### src/rtl/fdre_pipe.sv
// fdre_pipe: WIDTH-bit, DEPTH-stage stallable register pipeline with per-stage valid,
// preset, flush, a runtime-selectable tap and a registered occupancy count.
module fdre_pipe #(
  parameter int unsigned      WIDTH         = 8,
  parameter int unsigned      DEPTH         = 4,
  parameter logic [WIDTH-1:0] INIT          = {WIDTH{1'b0}},
  parameter logic [WIDTH-1:0] PRE_VALUE     = {WIDTH{1'b1}},
  parameter bit               IS_C_INVERTED = 1'b0,
  parameter logic [WIDTH-1:0] IS_D_INVERTED = {WIDTH{1'b0}},
  localparam int unsigned     SEL_W         = (DEPTH > 1) ? $clog2(DEPTH) : 1,
  localparam int unsigned     OCC_W         = $clog2(DEPTH + 1)
) (
  input  logic             C,
  input  logic             R,
  input  logic             CE,
  input  logic             PRE,
  input  logic             FLUSH,
  input  logic [WIDTH-1:0] D,
  input  logic             DV,
  input  logic [SEL_W-1:0] TAP_SEL,
  output logic [WIDTH-1:0] Q,
  output logic             QV,
  output logic [WIDTH-1:0] TAP,
  output logic             TAPV,
  output logic [OCC_W-1:0] OCC
);

  // Inverting the clock folds into the flop clock polarity on FPGA fabrics.
  logic clk_eff;
  assign clk_eff = C ^ IS_C_INVERTED;

  // Declaration initialisers give the time-0 state without relying on R.
  logic [DEPTH-1:0][WIDTH-1:0] data_q  = {DEPTH{INIT}};
  logic [DEPTH-1:0]            valid_q = '0;
  logic [OCC_W-1:0]            occ_q   = '0;

  logic [DEPTH-1:0][WIDTH-1:0] data_d;
  logic [DEPTH-1:0]            valid_d;
  logic [OCC_W-1:0]            occ_d;

  // Source of each stage on an advance: stage 0 takes the (masked) input.
  logic [DEPTH-1:0][WIDTH-1:0] shift_data;
  logic [DEPTH-1:0]            shift_valid;

  genvar gi;
  generate
    for (gi = 0; gi < DEPTH; gi++) begin : g_stage
      if (gi == 0) begin : g_head
        assign shift_data[gi]  = D ^ IS_D_INVERTED;
        assign shift_valid[gi] = DV;
      end else begin : g_body
        assign shift_data[gi]  = data_q[gi-1];
        assign shift_valid[gi] = valid_q[gi-1];
      end
    end
  endgenerate

  // Priority below reset: PRE > FLUSH > CE > hold.
  always_comb begin
    data_d  = data_q;
    valid_d = valid_q;
    if (PRE) begin
      data_d = {DEPTH{PRE_VALUE}};
    end else if (FLUSH) begin
      valid_d = '0;
    end else if (CE) begin
      data_d  = shift_data;
      valid_d = shift_valid;
    end
  end

  always_comb begin
    occ_d = '0;
    for (int i = 0; i < DEPTH; i++) begin
      occ_d = occ_d + OCC_W'(valid_d[i]);
    end
  end

  always_ff @(posedge clk_eff) begin
    if (R) begin
      data_q  <= {DEPTH{INIT}};
      valid_q <= '0;
      occ_q   <= '0;
    end else begin
      data_q  <= data_d;
      valid_q <= valid_d;
      occ_q   <= occ_d;
    end
  end

  // Out-of-range selects (and DEPTH=1) fall through to the last stage.
  always_comb begin
    TAP  = data_q[DEPTH-1];
    TAPV = valid_q[DEPTH-1];
    for (int i = 0; i < DEPTH; i++) begin
      if (TAP_SEL == SEL_W'(i)) begin
        TAP  = data_q[i];
        TAPV = valid_q[i];
      end
    end
  end

  assign Q   = data_q[DEPTH-1];
  assign QV  = valid_q[DEPTH-1];
  assign OCC = occ_q;

endmodule

### config.mk
export PLATFORM = sky130hd
export DESIGN_NAME = fdre_pipe
export DESIGN_NICKNAME = d
export VERILOG_FILES = /design/src/rtl/fdre_pipe.sv
export SDC_FILE = /design/constraint.sdc
export NUM_CORES = 1
export LEC_CHECK = 0
export ABC_AREA = 1
export BUFFER_PORTS_ARGS = -buffer_cell sky130_fd_sc_hd__buf_2
export CORE_UTILIZATION = 29
export CTS_CLUSTER_DIAMETER = 60
export DETAILED_ROUTE_END_ITERATION = 7
export HOLD_SLACK_MARGIN = 0.02
export PLACE_DENSITY = 0.52
export SYNTH_ARGS = -nofsm -noshare
export SYNTH_HDL_FRONTEND = slang
export SYNTH_SLANG_ARGS = --single-unit
### constraint.sdc
create_clock -name C -period 1.84 [get_ports C]
set_clock_uncertainty 0.2 [all_clocks]
set_input_delay 0.092 -clock C [delete_from_list [all_inputs] [get_ports C]]
set_output_delay 0.092 -clock C [all_outputs]
set_load 0.02 [all_outputs]
==> impl_metrics.env, run 1 <==
export IMPL_postSynthAreaPerCell_um2=6.92
export IMPL_hold_viol=0
export IMPL_areaGrowthSynthToFinish_pct=22.8
export IMPL_finalSetupTns_ps=-10.5
export IMPL_final_common_cell="nand2_1"
export IMPL_timing_hold_ws_ps=36.8
export IMPL_die_h_um=84.5
export IMPL_ys_top_cells_by_area="dfxtp_1 (40%), nand2_1 (15%), nor2_1 (14%)"
export IMPL_diodes=0
export IMPL_antenna_found_initial=0
export IMPL_design_area_um2=2420
export IMPL_syn_area_um2=1970
export IMPL_fp_dieArea_um2=7130
export IMPL_p_per_area_nw_per_um2=817
export IMPL_required_ps=1870
export IMPL_dp_hpwl_um=2830
export IMPL_ios=37
export IMPL_grt_pass1_wl_um=8140
export IMPL_yosys_cell_types_count=18
export IMPL_port_buffer_count=36
export IMPL_hp_class="input pin to register"
export IMPL_num_rows=29
export IMPL_relSlewSlack=0.584
export IMPL_crit_path_end_kind="register"
export IMPL_first_pass_iters=6
export IMPL_die_w_um=84.5
export IMPL_setup_viol=1
export IMPL_place_gp_congestion=0.708
export IMPL_h_tree_depth=2
export IMPL_initial_utilization=0.305
export IMPL_clk_pin_slew_ps=80
export IMPL_rsz0062_at_grt="yes"
export IMPL_finalCritPeriodShare=1.01
export IMPL_cp_start_kind="register"
export IMPL_period_needed_ps=1850
export IMPL_final_nets=346
export IMPL_clockBufferDepth=2
export IMPL_gr_total_overflow=0
export IMPL_cts_root_buffer="clkbuf_8"
export IMPL_remaining_drc_errors=4
export IMPL_drive_gt1_frac=0.247
export IMPL_wl_per_cell_um=11.8
export IMPL_grt_usage=0.142
export IMPL_cts_sinks=39
export IMPL_vias_per_cell=4.54
export IMPL_num_vias=1838
export IMPL_syn_nets=304
export IMPL_mostFrequentLayoutCells="nand2_1 (78), nor2_1 (71), buf_2 (36)"
export IMPL_ys_seq_elements=39
export IMPL_criticalPathCategory="register to register"
export IMPL_maxCapViolations=0
export IMPL_first_iter_violations=148
export IMPL_postSynthCellCount=285
export IMPL_outcome="finished, violations left"
export IMPL_core_area_um2=6460
export IMPL_cts_tree="built"
export IMPL_final_setup_worst_slack_ps=-10.5
export IMPL_violations="DRC, setup timing"
export IMPL_pre_cts_slack_ps=-115
export IMPL_cts_buffers_inserted=5
export IMPL_crit_fanout=2
export IMPL_placed_area_um2=2160
export IMPL_synth_seq_area_share=0.396
export IMPL_drtAntennaViolNets=0
export IMPL_grt_max_degree=33
export IMPL_max_vdd_ir_drop_mv=0.354
export IMPL_synth_top_area_frac=0.396
export IMPL_clock_fmax_mhz=540
export IMPL_worstMarginPinSlew_ps=622
export IMPL_synth_warnings=0
export IMPL_crit_arrival_ps=1880
export IMPL_slew_violations=0
export IMPL_power_leakage_uw=0.00122
export IMPL_synth_top_area_cell="dfxtp_1"
export IMPL_drt_total_wl_um=4770
export IMPL_grt_pass1_vias=1726
export IMPL_clk_latency_ps=290
[per-stage QoR]
stage	total power (uW)	util	std cells
detailed placement	1340	0.334	383
global placement	1340	0.334	383
finish	1980	0.375	405
floorplan	1250	-	285
CTS	1990	0.374	404
global route	2090	0.375	405
[cell families after synthesis]
family / count (synthesis) / synth area share
adders and majority gates: 3 / 0.0228
buffers and inverters: 41 / 0.109
DFF: 39 / 0.396
and+or+nand+nor: 202 / 0.472
[state kept, by name, indices dropped and copies added (netlist names)]
signal and cells:
Q 8, valid_q 4, data_q 24, OCC 3
[critical path, stage by stage, from the launching register on]
cell and delay [ps]:
dfxtp_2 330, inv_2 60, nand2_2 60, nand3_2 70, inv_2 40, fa_1 470, ha_2 200, ha_4 260
inv_2 20, nor2_1 70
[synth_stat cells]
| cell type | instances |
|---|---|
| nand2_1 | 79 |
| nor2_1 | 71 |
| dfxtp_1 | 39 |
| nand3b_1 | 32 |
| inv_1 | 16 |
| buf_4 | 8 |
| nand4_1 | 8 |
| buf_2 | 7 |
| nand3_1 | 6 |
| inv_2 | 4 |
| buf_6 | 3 |
| clkbuf_1 | 3 |
| ha_1 | 2 |
| nand2_2 | 2 |
| nor2_2 | 2 |
| fa_1 | 1 |
| nand2_4 | 1 |
| nor2_4 | 1 |
[worst paths after layout]
kind	start	to	slack (ps)	cells after the start
max	valid_q[0]$_SDFF_PP0_	OCC[1]$_SDFF_PP0_	-10	9
min reg2reg	data_q[14]$_SDFFE_PP0P_	data_q[22]$_SDFFE_PP0P_	290	2
min	FLUSH	valid_q[2]$_SDFF_PP0_	40	4
max reg2reg	valid_q[0]$_SDFF_PP0_	OCC[1]$_SDFF_PP0_	-10	9
[metal layers]
metal  track usage  vias up  routed length, um
met5             0        -                  0
met4        0.0416        0                 44
met3        0.0285        5                201
met2         0.227       35               2200
met1         0.193      843               2320
li1              -      955                  -
[repair_timing]
action / in CTS / in global routing
endpoints found under the hold margin: 15 / 0
pin swaps: 4 / 2
endpoints found under the setup margin: 1 / 2
setup buffers: 2 / 1
hold buffers: 11 / 0
gates resized for setup: 14 / 3
[power breakdown]
part	internal [uW]	leakage, uW	switching [uW]	total (uW)
registers	915	0.000328	45.0	960
logic	164	0.000848	238	402
clock network	308	0.0000484	308	616
total	1390	0.00122	591	1980
[area by class of cell]
cell class | instances | area [um^2]
timing repair buffer | 56 | 358
tap | 77 | 96.3
fill | 704 | 4040
sequential | 39 | 788
clock inverter | 1 | 8.76
inverter | 20 | 75.1
multi-input combinational | 205 | 1010
clock buffer | 7 | 86.3
(Power assumes the default switching activity.)
==> run 2: changes to the inputs <==
ABC_AREA = not set   (was 1)
ABC_CLOCK_PERIOD_IN_PS = 1840   (was not set)
CORE_ASPECT_RATIO = 1.2   (was not set)
PLACE_DENSITY = 0.51   (was 0.52)
==> impl_metrics.env, run 2 <==
export IMPL_reg2reg_setup_slack_ps=-220
export IMPL_drt_total_wl_um=5440
export IMPL_postSynthAreaPerCell_um2=11.8
export IMPL_drtAntennaViolNets=0
export IMPL_core_area_um2=8110
export IMPL_yosysMostFrequentCell="dfxtp_1"
export IMPL_grt_max_degree=66
export IMPL_cts_sinks=39
export IMPL_worstHoldPathCells=4
export IMPL_maxCapViolations=0
export IMPL_outcome="finished, violations left"
export IMPL_grt_pass1_wl_um=8810
export IMPL_final_nets=265
export IMPL_die_h_um=102
export IMPL_power_leakage_uw=0.00105
export IMPL_cp_start_kind="register"
export IMPL_mostFrequentLayoutCells="dfxtp_1 (37), buf_2 (36), nor2_1 (32)"
export IMPL_synth_top_area_cell="dfxtp_1"
export IMPL_p_seq_frac=0.478
export IMPL_design_area_um2=2890
export IMPL_syn_nets=225
export IMPL_crit_arrival_ps=2040
export IMPL_period_needed_ps=2060
export IMPL_areaGrowthSynthToFinish_pct=19.2
export IMPL_p_comb_frac=0.215
export IMPL_crit_path_end_kind="register"
export IMPL_synth_edf_count=0
export IMPL_finalCritPeriodShare=1.12
export IMPL_setup_viol=3
export IMPL_synth_seq_area_share=0.321
export IMPL_criticalPathCategory="register to register"
export IMPL_cts_tree="built"
export IMPL_ys_top_cells_by_area="dfxtp_1 (32%), nor4b_2 (17%), a211oi_2 (13%)"
export IMPL_hold_viol=0
export IMPL_clk_pin_slew_ps=80
export IMPL_r2r_cells=6
export IMPL_placed_area_um2=2660
export IMPL_final_setup_worst_slack_ps=-219
export IMPL_hold_end="valid_q[0]$_SDFF_PP0_"
export IMPL_synthTopCellsByCount="dfxtp_1 (39), nor2_1 (32), nor4b_2 (28)"
export IMPL_p_per_area_nw_per_um2=691
export IMPL_relSlewSlack=0.461
export IMPL_remaining_drc_errors=0
export IMPL_first_iter_violations=77
export IMPL_max_vdd_ir_drop_mv=0.253
export IMPL_top_register="data_q"
export IMPL_fillers=824
export IMPL_slew_violations=0
export IMPL_crit_fanout=2
export IMPL_wl_per_cell_um=16.0
export IMPL_diodes=0
export IMPL_clkPwrFrac=0.307
export IMPL_r2r_end="OCC[1]$_SDFF_PP0_"
export IMPL_fp_dieArea_um2=8750
export IMPL_dp_hpwl_um=3370
export IMPL_clk_latency_ps=290
export IMPL_swShare=0.303
export IMPL_port_buffer_count=36
export IMPL_synth_ff_type="dfxtp_1"
export IMPL_die_w_um=85.5
export IMPL_async_reset_ff_frac=0
export IMPL_rsz0062_at_grt="yes"
export IMPL_clock_fmax_mhz=486
export IMPL_ys_seq_elements=39
export IMPL_synth_top_area_frac=0.321
export IMPL_hp_class="input pin to register"
export IMPL_ios=37
export IMPL_syn_area_um2=2430
export IMPL_worstMarginPinSlew_ps=809
export IMPL_gr_total_overflow=0
export IMPL_vias_per_cell=5.08
export IMPL_yosys_cell_types_count=28
export IMPL_drive_gt1_frac=0.573
export IMPL_largest_reg_flops=24
export IMPL_place_gp_congestion=0.744
export IMPL_cts_root_buffer="clkbuf_8"
export IMPL_antenna_found_initial=0
export IMPL_clockBufferDepth=2
export IMPL_initial_utilization=0.300
export IMPL_final_common_cell="dfxtp_1"
export IMPL_num_rows=36
export IMPL_required_ps=1820
export IMPL_cts_buffers_inserted=5
export IMPL_cell_internal_pwr_uw=1400
export IMPL_finalSetupTns_ps=-482
export IMPL_grt_usage=0.130
export IMPL_grt_pass1_vias=1747
export IMPL_num_vias=1732
export IMPL_first_pass_iters=4
export IMPL_regToRegStartpoint="valid_q[3]$_SDFF_PP0_"
export IMPL_violations="setup timing"
export IMPL_p_sw_uw=605
export IMPL_h_tree_depth=2
export IMPL_synth_warnings=0
export IMPL_postSynthCellCount=206
export IMPL_holdCritStartpoint="PRE"
## run 2: final cells by class
class,count,area (um^2),area share
well taps,95,119,0.0411
multi-input cells,133,1450,0.502
clock inverters,1,5.00,0.00173
flip-flops and latches,39,786,0.272
clock buffers,6,82.6,0.0285
repair buffers,67,450,0.156
## run 2: how the worst max path moves through the flow
stage / from / endpoint / slack (ps)
after global routing: valid_q[3]$_SDFF_PP0_ / OCC[1]$_SDFF_PP0_ / -250
after global placement: valid_q[3]$_SDFF_PP0_ / OCC[1]$_SDFF_PP0_ / -220
after detailed placement: valid_q[3]$_SDFF_PP0_ / OCC[1]$_SDFF_PP0_ / -250
after floorplan: valid_q[3]$_SDFF_PP0_ / OCC[1]$_SDFF_PP0_ / -250
final: valid_q[3]$_SDFF_PP0_ / OCC[1]$_SDFF_PP0_ / -220
after CTS: valid_q[3]$_SDFF_PP0_ / OCC[1]$_SDFF_PP0_ / -240
## run 2: cells by family after synthesis
group                      synth area share
and+or+nand+nor                       0.283
DFF                                   0.321
muxes                                0.0835
AOI/OAI and AO/OA                     0.193
buffers and inverters                 0.101
adders and majority gates            0.0185
## run 2: repair_timing
item / in CTS / in global routing
pin swaps: 1 / 1
hold buffers: 10 / 0
endpoints found under the hold margin: 10 / 0
setup endpoints to repair: 3 / 3
setup buffers: 0 / 1
gates resized for setup: 2 / 5
## run 2: critical path: stages, from the launching register on
cell and delay (ps):
dfxtp_4 350, or3b_4 380, nand3_2 80, fa_1 420
ha_2 200, ha_4 200, nor2b_4 110
## run 2: power groups by stage
| stage | clock network [uW] | registers (uW) | logic [uW] |
|---|---|---|---|
| detailed placement | 0 | 977 | 418 |
| finish | 614 | 957 | 429 |
| global route | 666 | 967 | 467 |
| floorplan | 0 | 963 | 349 |
| global placement | 0 | 978 | 415 |
| CTS | 633 | 958 | 433 |
## run 2: per-stage QoR
stage          cells  utilization  power, uW  setup WS [ps]  hold slack, ps
2_1_floorplan    206            -       1310           -253            82.2
3_3_place_gp     323        0.328       1390           -220             239
3_5_place_dp     323        0.328       1400           -250             250
4_1_cts          340        0.353       2020           -243            51.5
5_1_grt          341        0.357       2100           -254            86.7
6_report         341        0.357       2000           -219            69.9
## run 2: per-layer routing
| metal | global-route usage | vias to the layer above | part of all wire |
|---|---|---|---|
| met3 | 0.0275 | 7 | 0.040 |
| met1 | 0.171 | 834 | 0.45 |
| li1 | - | 856 | - |
| met4 | 0.0385 | 0 | 0.012 |
| met2 | 0.216 | 35 | 0.49 |
| met5 | 0 | - | 0 |
